`config.mk`:
```
export PLATFORM = sky130hd
export DESIGN_NAME = pong_game_ctrl
export DESIGN_NICKNAME = d
export VERILOG_FILES = /design/src/rtl/pong_pkg.sv /design/src/rtl/rise_detect.sv /design/src/rtl/pong_game_ctrl.sv
export SDC_FILE = /design/constraint.sdc
export NUM_CORES = 1
export LEC_CHECK = 0
export CORE_ASPECT_RATIO = 1.5
export CORE_MARGIN = 2
export CORE_UTILIZATION = 31
export DETAILED_ROUTE_END_ITERATION = 10
export PLACE_DENSITY_LB_ADDON = 0.15
export SLEW_MARGIN = 5
export SYNTH_ARGS = -nofsm -noshare
export SYNTH_HDL_FRONTEND = slang
export SYNTH_HIERARCHICAL = 1
export SYNTH_SLANG_ARGS = --single-unit
```
`constraint.sdc`:
```
create_clock -name clk_i -period 1.8 [get_ports clk_i]
set_input_delay 0.45 -clock clk_i [delete_from_list [all_inputs] [get_ports clk_i]]
set_output_delay 0.45 -clock clk_i [all_outputs]
set_load 0.01 [all_outputs]
```
`src/rtl/pong_pkg.sv`:
```
// Shared definitions for the pong game-sequencing controller.
// Holds the fixed state codes, the default game constants and a small
// helper used to size the frame counter.
package pong_pkg;

  // State codes are visible on state_o and used by the display logic,
  // so the encoding is fixed and must not be re-optimised.
  typedef enum logic [2:0] {
    PS_IDLE  = 3'd0,
    PS_SERVE = 3'd1,
    PS_PLAY  = 3'd2,
    PS_POINT = 3'd3,
    PS_OVER  = 3'd4,
    PS_PAUSE = 3'd5
  } pong_state_e;

  localparam int DEF_SCORE_W      = 4;
  localparam int DEF_WIN_SCORE    = 9;
  localparam int DEF_SERVE_FRAMES = 60;
  localparam int DEF_POINT_FRAMES = 90;

  // Larger of two integers, used for elaboration-time sizing only.
  function automatic int max_int(input int a, input int b);
    return (a > b) ? a : b;
  endfunction

endpackage

```
`src/rtl/rise_detect.sv`:
```
// 1-bit rising-edge detector.
// The history bit is registered; the rise flag is combinational from the
// current input and the history so the consumer reacts on the same edge
// that samples the input high for the first time.
module rise_detect (
  input  logic clk_i,
  input  logic rst_i,
  input  logic d_i,
  output logic rise_o
);

  logic prev_q;

  // Remember last sample; history is 0 out of reset so a level already
  // high at reset release counts as one edge.
  always_ff @(posedge clk_i or posedge rst_i) begin
    if (rst_i) begin
      prev_q <= 1'b0;
    end else begin
      prev_q <= d_i;
    end
  end

  assign rise_o = d_i & ~prev_q;

endmodule

```
`src/rtl/pong_game_ctrl.sv`:
```
// Game-sequencing controller for the pong board.
// Decides when the ball is held at centre, served or frozen, keeps both
// scores and detects game over. All pacing is counted in video frames.
//
// Optional feature: define PONG_PAUSE_EN to add the pause_i key and the
// PAUSE state. Without it the port does not exist and PAUSE is unreachable.
//
// Interface protocol: frame_tick_i and miss_*_i are single-cycle pulses
// that are acted on only in the cycle they are high; start_i/pause_i are
// synchronised levels whose rising edges are the commands. There is no
// back-pressure: every output is registered and reflects the decision
// made on the edge that sampled the triggering input.
module pong_game_ctrl
  import pong_pkg::*;
#(
  parameter int SCORE_W      = DEF_SCORE_W,
  parameter int WIN_SCORE    = DEF_WIN_SCORE,
  parameter int SERVE_FRAMES = DEF_SERVE_FRAMES,
  parameter int POINT_FRAMES = DEF_POINT_FRAMES
) (
  input  logic               clk_i,
  input  logic               rst_i,
  input  logic               frame_tick_i,
  input  logic               start_i,
`ifdef PONG_PAUSE_EN
  input  logic               pause_i,
`endif
  input  logic               miss_left_i,
  input  logic               miss_right_i,
  output logic               ball_rst_o,
  output logic               ball_run_o,
  output logic               serve_dir_o,
  output logic [SCORE_W-1:0] score_l_o,
  output logic [SCORE_W-1:0] score_r_o,
  output logic               game_over_o,
  output logic               winner_o,
  output logic [2:0]         state_o
);

  localparam logic [2:0] ST_IDLE  = PS_IDLE;
  localparam logic [2:0] ST_SERVE = PS_SERVE;
  localparam logic [2:0] ST_PLAY  = PS_PLAY;
  localparam logic [2:0] ST_POINT = PS_POINT;
  localparam logic [2:0] ST_OVER  = PS_OVER;
  localparam logic [2:0] ST_PAUSE = PS_PAUSE;

  localparam int MAX_FRAMES = max_int(SERVE_FRAMES, POINT_FRAMES);
  localparam int CNT_W      = $clog2(MAX_FRAMES + 1);

  // Counter value seen on the tick that completes each wait.
  localparam logic [CNT_W-1:0]   SERVE_LAST = CNT_W'(SERVE_FRAMES - 1);
  localparam logic [CNT_W-1:0]   POINT_LAST = CNT_W'(POINT_FRAMES - 1);
  localparam logic [SCORE_W-1:0] WIN_VAL    = SCORE_W'(WIN_SCORE);

  logic [2:0]         state_q, state_d;
  logic [CNT_W-1:0]   cnt_q;
  logic [SCORE_W-1:0] score_l_q, score_r_q;
  logic               ball_rst_q, ball_run_q, serve_dir_q;
  logic               game_over_q, winner_q;

  logic start_rise;
  logic pause_rise;
  logic cnt_inc;
  logic clr_scores;
  logic point_l;
  logic point_r;
  logic left_at_win;
  logic right_at_win;

  rise_detect u_start_rise (
    .clk_i  (clk_i),
    .rst_i  (rst_i),
    .d_i    (start_i),
    .rise_o (start_rise)
  );

`ifdef PONG_PAUSE_EN
  rise_detect u_pause_rise (
    .clk_i  (clk_i),
    .rst_i  (rst_i),
    .d_i    (pause_i),
    .rise_o (pause_rise)
  );
`else
  assign pause_rise = 1'b0;
`endif

  assign left_at_win  = (score_l_q == WIN_VAL);
  assign right_at_win = (score_r_q == WIN_VAL);

  // Next-state and event decode; all side effects are flags consumed by
  // the register block below.
  always_comb begin
    state_d    = state_q;
    cnt_inc    = 1'b0;
    clr_scores = 1'b0;
    point_l    = 1'b0;
    point_r    = 1'b0;
    case (state_q)
      ST_IDLE: begin
        if (start_rise) begin
          state_d    = ST_SERVE;
          clr_scores = 1'b1;
        end
      end
      ST_SERVE: begin
        if (frame_tick_i) begin
          if (cnt_q == SERVE_LAST) begin
            state_d = ST_PLAY;
          end else begin
            cnt_inc = 1'b1;
          end
        end
      end
      ST_PLAY: begin
        // A left miss wins a simultaneous pair; misses beat a pause edge.
        if (miss_left_i) begin
          point_r = 1'b1;
          state_d = ST_POINT;
        end else if (miss_right_i) begin
          point_l = 1'b1;
          state_d = ST_POINT;
        end else if (pause_rise) begin
          state_d = ST_PAUSE;
        end
      end
      ST_POINT: begin
        if (frame_tick_i) begin
          if (cnt_q == POINT_LAST) begin
            state_d = (left_at_win || right_at_win) ? ST_OVER : ST_SERVE;
          end else begin
            cnt_inc = 1'b1;
          end
        end
      end
      ST_OVER: begin
        if (start_rise) begin
          state_d    = ST_SERVE;
          clr_scores = 1'b1;
        end
      end
      ST_PAUSE: begin
        if (pause_rise) begin
          state_d = ST_PLAY;
        end
      end
      default: begin
        state_d = ST_IDLE;
      end
    endcase
  end

  // State register and frame counter; the counter restarts on every
  // state change so each wait begins from zero.
  always_ff @(posedge clk_i or posedge rst_i) begin
    if (rst_i) begin
      state_q <= ST_IDLE;
      cnt_q   <= '0;
    end else begin
      state_q <= state_d;
      if (state_d != state_q) begin
        cnt_q <= '0;
      end else if (cnt_inc) begin
        cnt_q <= cnt_q + 1'b1;
      end
    end
  end

  // Scores saturate at the winning value and are cleared by a new game.
  always_ff @(posedge clk_i or posedge rst_i) begin
    if (rst_i) begin
      score_l_q <= '0;
      score_r_q <= '0;
    end else if (clr_scores) begin
      score_l_q <= '0;
      score_r_q <= '0;
    end else begin
      if (point_l && !left_at_win) begin
        score_l_q <= score_l_q + 1'b1;
      end
      if (point_r && !right_at_win) begin
        score_r_q <= score_r_q + 1'b1;
      end
    end
  end

  // Serve direction goes towards the player who just conceded the point
  // being served at: a left miss serves left, a right miss serves right.
  always_ff @(posedge clk_i or posedge rst_i) begin
    if (rst_i) begin
      serve_dir_q <= 1'b1;
    end else if (point_r) begin
      serve_dir_q <= 1'b0;
    end else if (point_l) begin
      serve_dir_q <= 1'b1;
    end
  end

  // Ball and game-status outputs are decoded from the next state so they
  // change on the same edge as the state itself.
  always_ff @(posedge clk_i or posedge rst_i) begin
    if (rst_i) begin
      ball_rst_q  <= 1'b1;
      ball_run_q  <= 1'b0;
      game_over_q <= 1'b0;
      winner_q    <= 1'b0;
    end else begin
      ball_rst_q  <= (state_d == ST_IDLE) || (state_d == ST_SERVE) ||
                     (state_d == ST_OVER);
      ball_run_q  <= (state_d == ST_PLAY);
      game_over_q <= (state_d == ST_OVER);
      if ((state_d == ST_OVER) && (state_q != ST_OVER)) begin
        winner_q <= right_at_win;
      end
    end
  end

  assign state_o     = state_q;
  assign ball_rst_o  = ball_rst_q;
  assign ball_run_o  = ball_run_q;
  assign serve_dir_o = serve_dir_q;
  assign score_l_o   = score_l_q;
  assign score_r_o   = score_r_q;
  assign game_over_o = game_over_q;
  assign winner_o    = winner_q;

endmodule

```
# Word level (Yosys, flattened, before mapping)
# Index checks and enable logic that the tools add are counted.
[op_classes] addsub=3 eq_ne=14 n_mux=29 bitwise_logic=2 n_reduce_logical=15
[op_table] op="$mux 3" n=8
[op_table] op="$mux 4" n=4
[op_table] op="$pmux 3 s5" n=1
[op_table] op="$mux 7" n=2
[op_table] op="$mux 1" n=13
[op_table] op="$eq 3x2->1 const B" n=3
[op_table] op="$eq 3x3->1 const B" n=3
[op_table] op="$add 4x1->4 const B" n=2
[op_table] op="$eq 4x4->1 const B" n=2
[op_table] op="$reduce_bool 2->1" n=4
[op_table] op="$add 7x1->7 const B" n=1
[op_table] op="$eq 7x6->1 const B" n=1
[op_table] op="$eq 7x7->1 const B" n=1
[op_table] op="$eq 3x1->1 const B" n=2
[op_table] op="$logic_not 3->1" n=2
[op_table] op="$logic_and 1x1->1" n=3
[op_table] op="$logic_or 1x1->1" n=3
[op_table] op="$ne 3x3->1" n=1
[op_table] op="$ne 3x3->1 const B" n=1
[op_table] op="$logic_not 1->1" n=2
[op_table] op="$pmux 1 s2" n=1
[op_table] op="$reduce_or 2->1" n=1
[op_table] op="$and 1x1->1" n=1
[op_table] op="$not 1->1" n=1
[totals] reg_bits=24 input_bits=6

# Logic depth before layout (Yosys ltp)
[logic_depth] word_depth=9 ltp_mapped=8 mapped_depth_nobuf=7

# Cells and area by module
# Netlist, hierarchy kept.
[modules_own_cells] mod="pong_game_ctrl" n_inst=1 cells_per_inst=132 area_each_um2=1278.7 seq_area_each_um2=578.1
[modules_own_cells] mod="rise_detect" n_inst=1 cells_per_inst=3 area_each_um2=42.5 seq_area_each_um2=25.0

# Least setup slack after synthesis
# Ideal clock, no wire load.
[synth_path] kind="flip-flop to flip-flop" from="register cnt_q[0]" to="register cnt_q[0]" setup_ns=0.132 arrival_time_ns=1.411 required_time_ns=1.668 slack_ns=0.257 stages_incl_launch_ff=7 path_cell_list="dfrtp_1 -> ha_1 -> nand4bb_1 -> a21oi_1 -> a21boi_1 -> o221ai_2 -> nor2_1"
[synth_between] elab_chain_len=6
[synth_rtl] element="from (decl)" line="pong_game_ctrl.sv:56" source="logic [CNT_W-1:0] cnt_q;"
[synth_rtl] element="from (signal assigned)" line="pong_game_ctrl.sv:164" source="cnt_q <= cnt_q + 1'b1;"
[synth_rtl] element="$eq 7x7->1 or $eq 7x6->1 (tied branches)" line="pong_game_ctrl.sv:129, pong_game_ctrl.sv:108"
[synth_rtl] element="$mux 3 (on tied branches)" line="pong_game_ctrl.sv:129, pong_game_ctrl.sv:108"
[synth_rtl] element="$mux 3 (on tied branches)" line="pong_game_ctrl.sv:128, pong_game_ctrl.sv:107"
[synth_rtl] element="$pmux 3 s5" line="pong_game_ctrl.sv:99" source="case (state_q)"
[synth_rtl] element="$ne 3x3->1" line="pong_game_ctrl.sv:161" source="if (state_d != state_q) begin"
[synth_rtl] element="$mux 7 or $reduce_bool 2->1 (tied branches)"
# Several ways; a longest one is shown, not always the timed one. The select of a mux whose other input is x is not followed.
# A chain may end at the register's enable or synchronous reset.

# Final worst setup path
[layout_path] from="register ball_rst_q, in the netlist ball_rst_o" to="output ball_rst_o"
[layout_rtl] element="from (decl)" line="pong_game_ctrl.sv:58" source="logic ball_rst_q, ball_run_q, serve_dir_q;"
[layout_rtl] element="from (signal assigned)" line="pong_game_ctrl.sv:208" source="ball_rst_q <= (state_d == ST_IDLE) || (state_d == ST_SERVE) ||"
[layout_rtl] element="to (decl)" line="pong_game_ctrl.sv:30" source="output logic ball_rst_o,"
# No word-level cell between the ends.

==> results.toml <==
[outcome]
status = "finished, final reports clean"

[synthesis]
yosysTopAreaCell = "dfrtp_1"
yosys.cell_count.top_type = "nor2_1"
synthesis.nets = 147
syn_inst = 135
async_flop_share = 1.00
seq_area_frac_synth = 0.456
synth-seq-cells = 24
ys.warnings.count = 6
synth.distinct_cells = 35
synthFlopType = "dfrtp_1"
synth_area_per_cell_um2 = 9.79
synth_edf_count = 0
synth_area_leaders = "dfrtp_1, nor2_1, ha_1"
yosys-top-cells-count = "nor2_1, dfrtp_1, nand2_1"
synth_top_area_frac = 0.417
syn_area_mm2 = 0.00132

[cts]
cts_root_buf = "clkbuf_8"
numCtsBuffers = 3
cts_hold_buf = 0
clk-insertion-delay-late_ns = 0.27
ctsHtreeMaxLevel = 1
cts.sinks = 24
clkTransAtPathRegs_ns = 0.08
cts.path.max_buffers = 2
cts_tree = "built"

[placed_design]
hpwl_um = 2190
portBuffers = 21
gp_congestion = 0.744
dp.cells = 214

[sta]
worst_pin_slew_ns = 0.303
relSlewSlack = 0.798
period_share = 0.976
post-route-min-period_ns = 1.76
setup-violations-final = 0
fmax_ghz = 0.569
final-max-slew-violation-count = 0
finalHoldViolations = 0
skew_ns = 0.00275

[floorplan]
core_area_mm2 = 0.00417
dieArea_mm2 = 0.00481
rows = 29
die_x_um = 57.3
initial_core_util = 0.317
io_pins = 22
dieHeight_um = 84.0

[pwr]
power_density_mw_per_mm2 = 1040
leakage_nw = 0.812
max-vdd-ir-drop_mv = 0.767

[layout]
post-route-util = 0.421
drive_above_1_share = 0.180
syn2layout_area_growth_pct = 33.0
final_nets = 185
antenna_cells = 0
layout.cells.non_filler = 218

[critical_path]
crit_family = "flip-flops"
critPathLaunchType = "flip-flop"
cpPeakStageDelay_ns = 0.52
cp-end-kind = "output port"
critical_path_buf_inv_count = 1
r2r-end = "cnt_q[1]"
criticalPathCategory = "reg2out"
critPathRequiredTime_ns = 1.35
crit_chain = "clkdlybuf4s50_1"
critical_path.slowest_cell = "dfstp_2"
crit_fanout = 1
reg2reg_slack_ns = 0.15
reg2regPathDepth = 7
regToRegStartpoint = "cnt_q[0]"
crit_arrival_ns = 1.31

[drt]
dr.pass1.iters = 4
ant_nets = 0
wl_um = 2930
drt_iter0_drc = 21
drcViolationCount = 0
wl_per_cell_um = 13.4
vias = 1082
vias_per_cell = 4.96

[worst_hold_path]
hp-class = "in2async"

[grt]
grt-ovfl-total = 0
grt_first_pass_wirelength_um = 5240
grt_use_total = 0.139
grt_pass1_vias = 1163
grt_max_degree = 24
antenna_found_initial = 0

[flow_run]
drv_cap = 0
[cells by family (layout without fill, tap and decap cells)]
group,count (synthesis),after routing,synth area share
AOI/OAI and AO/OA,20,20,0.105
xor gates and xnor gates,12,12,0.0795
adders and majority gates,6,6,0.0568
buffers and inverters,12,49,0.0379
DFF,24,24,0.456
muxes,1,1,0.00758
and+or+nand+nor,60,60,0.257
[sequential cells by signal (all words and copies together), names as in the netlist]
| register | count |
|---|---|
| ball_rst_o | 1 |
| ball_run_o | 1 |
| cnt_q | 7 |
| game_over_o | 1 |
| score_l_o | 4 |
| score_r_o | 4 |
| serve_dir_o | 1 |
| state_o | 3 |
| u_start_rise/prev_q | 1 |
| winner_o | 1 |
[layout by cell type, fill, tap and decap left out, types with 2 or more instances in the layout]
cell type        instances
o21bai_1                 2
nand4b_1                 2
o21ai_0                  2
buf_4                   16
xor2_1                   7
nand3_1                  3
nor3_1                   4
nor2b_1                  2
dfrtp_1                 20
a21oi_1                  5
inv_1                    8
dfrtp_2                  2
and4b_1                  2
dfstp_2                  2
nand2_1                 11
a211oi_1                 4
nor2_1                  23
ha_1                     6
clkbuf_8                 4
clkdlybuf4s50_1         20
xnor2_1                  5
nand3b_1                 3
nand4_1                  2
[layout make-up]
| type | instances | area, um^2 |
|---|---|---|
| repair buffers | 37 | 333 |
| inverters | 8 | 30.0 |
| clock buffers | 4 | 55.1 |
| flip-flops and latches | 24 | 606 |
| well taps | 46 | 57.6 |
| fillers | 413 | 2420 |
| multi-input cells | 99 | 676 |
[power by group]
| part | internal [mW] | switching [mW] |
|---|---|---|
| Clock | 0.196 | 0.171 |
| Sequential | 0.661 | 0.140 |
| Combinational | 0.346 | 0.318 |
| Total | 1.20 | 0.629 |
[routing by layer]
| metal | global-route usage | share of wire | vias up |
|---|---|---|---|
| met5 | 0 | 0 | - |
| met4 | 0.0571 | 0.019 | 0 |
| met3 | 0.0233 | 0.029 | 5 |
| met2 | 0.242 | 0.54 | 17 |
| met1 | 0.164 | 0.41 | 521 |
| li1 | - | - | 539 |
[how the worst max path moves through the flow]
stage | start | endpoint | slack (ns) | cells past startpoint
finish | ball_rst_o | ball_rst_o | 0.04 | 1
global route | cnt_q[0] | cnt_q[1] | -0.004 | 7
CTS | serve_dir_o | serve_dir_o | 0.005 | 1
detailed placement | start_i | cnt_q[1] | -0.15 | 8
global placement | start_i | cnt_q[6] | -0.12 | 8
floorplan | cnt_q[0] | cnt_q[0] | 0.26 | 6
[metrics by stage]
step                cell area [um^2]  TNS (ns)  setup WS, ns  power, mW  hold slack, ns
CTS                             1750         0       0.00525       1.86           0.341
floorplan                       1320         0         0.257       1.22           0.179
detailed placement              1690     -1.27        -0.150       1.47           0.507
finish                          1760         0        0.0435       1.83           0.343
global placement                1690     -1.08        -0.123       1.47           0.514
global route                    1760  -0.00823      -0.00366       1.98           0.339
[what timing repair did]
item                       in CTS  in global routing
pin swaps                       0                  1
setup endpoints to repair       2                  8
gates cloned                    0                  0
hold endpoints to repair        0                  0
gates resized for setup         2                  3
setup buffers                   0                  0
Note: power is estimated with default switching activity, not from simulation.
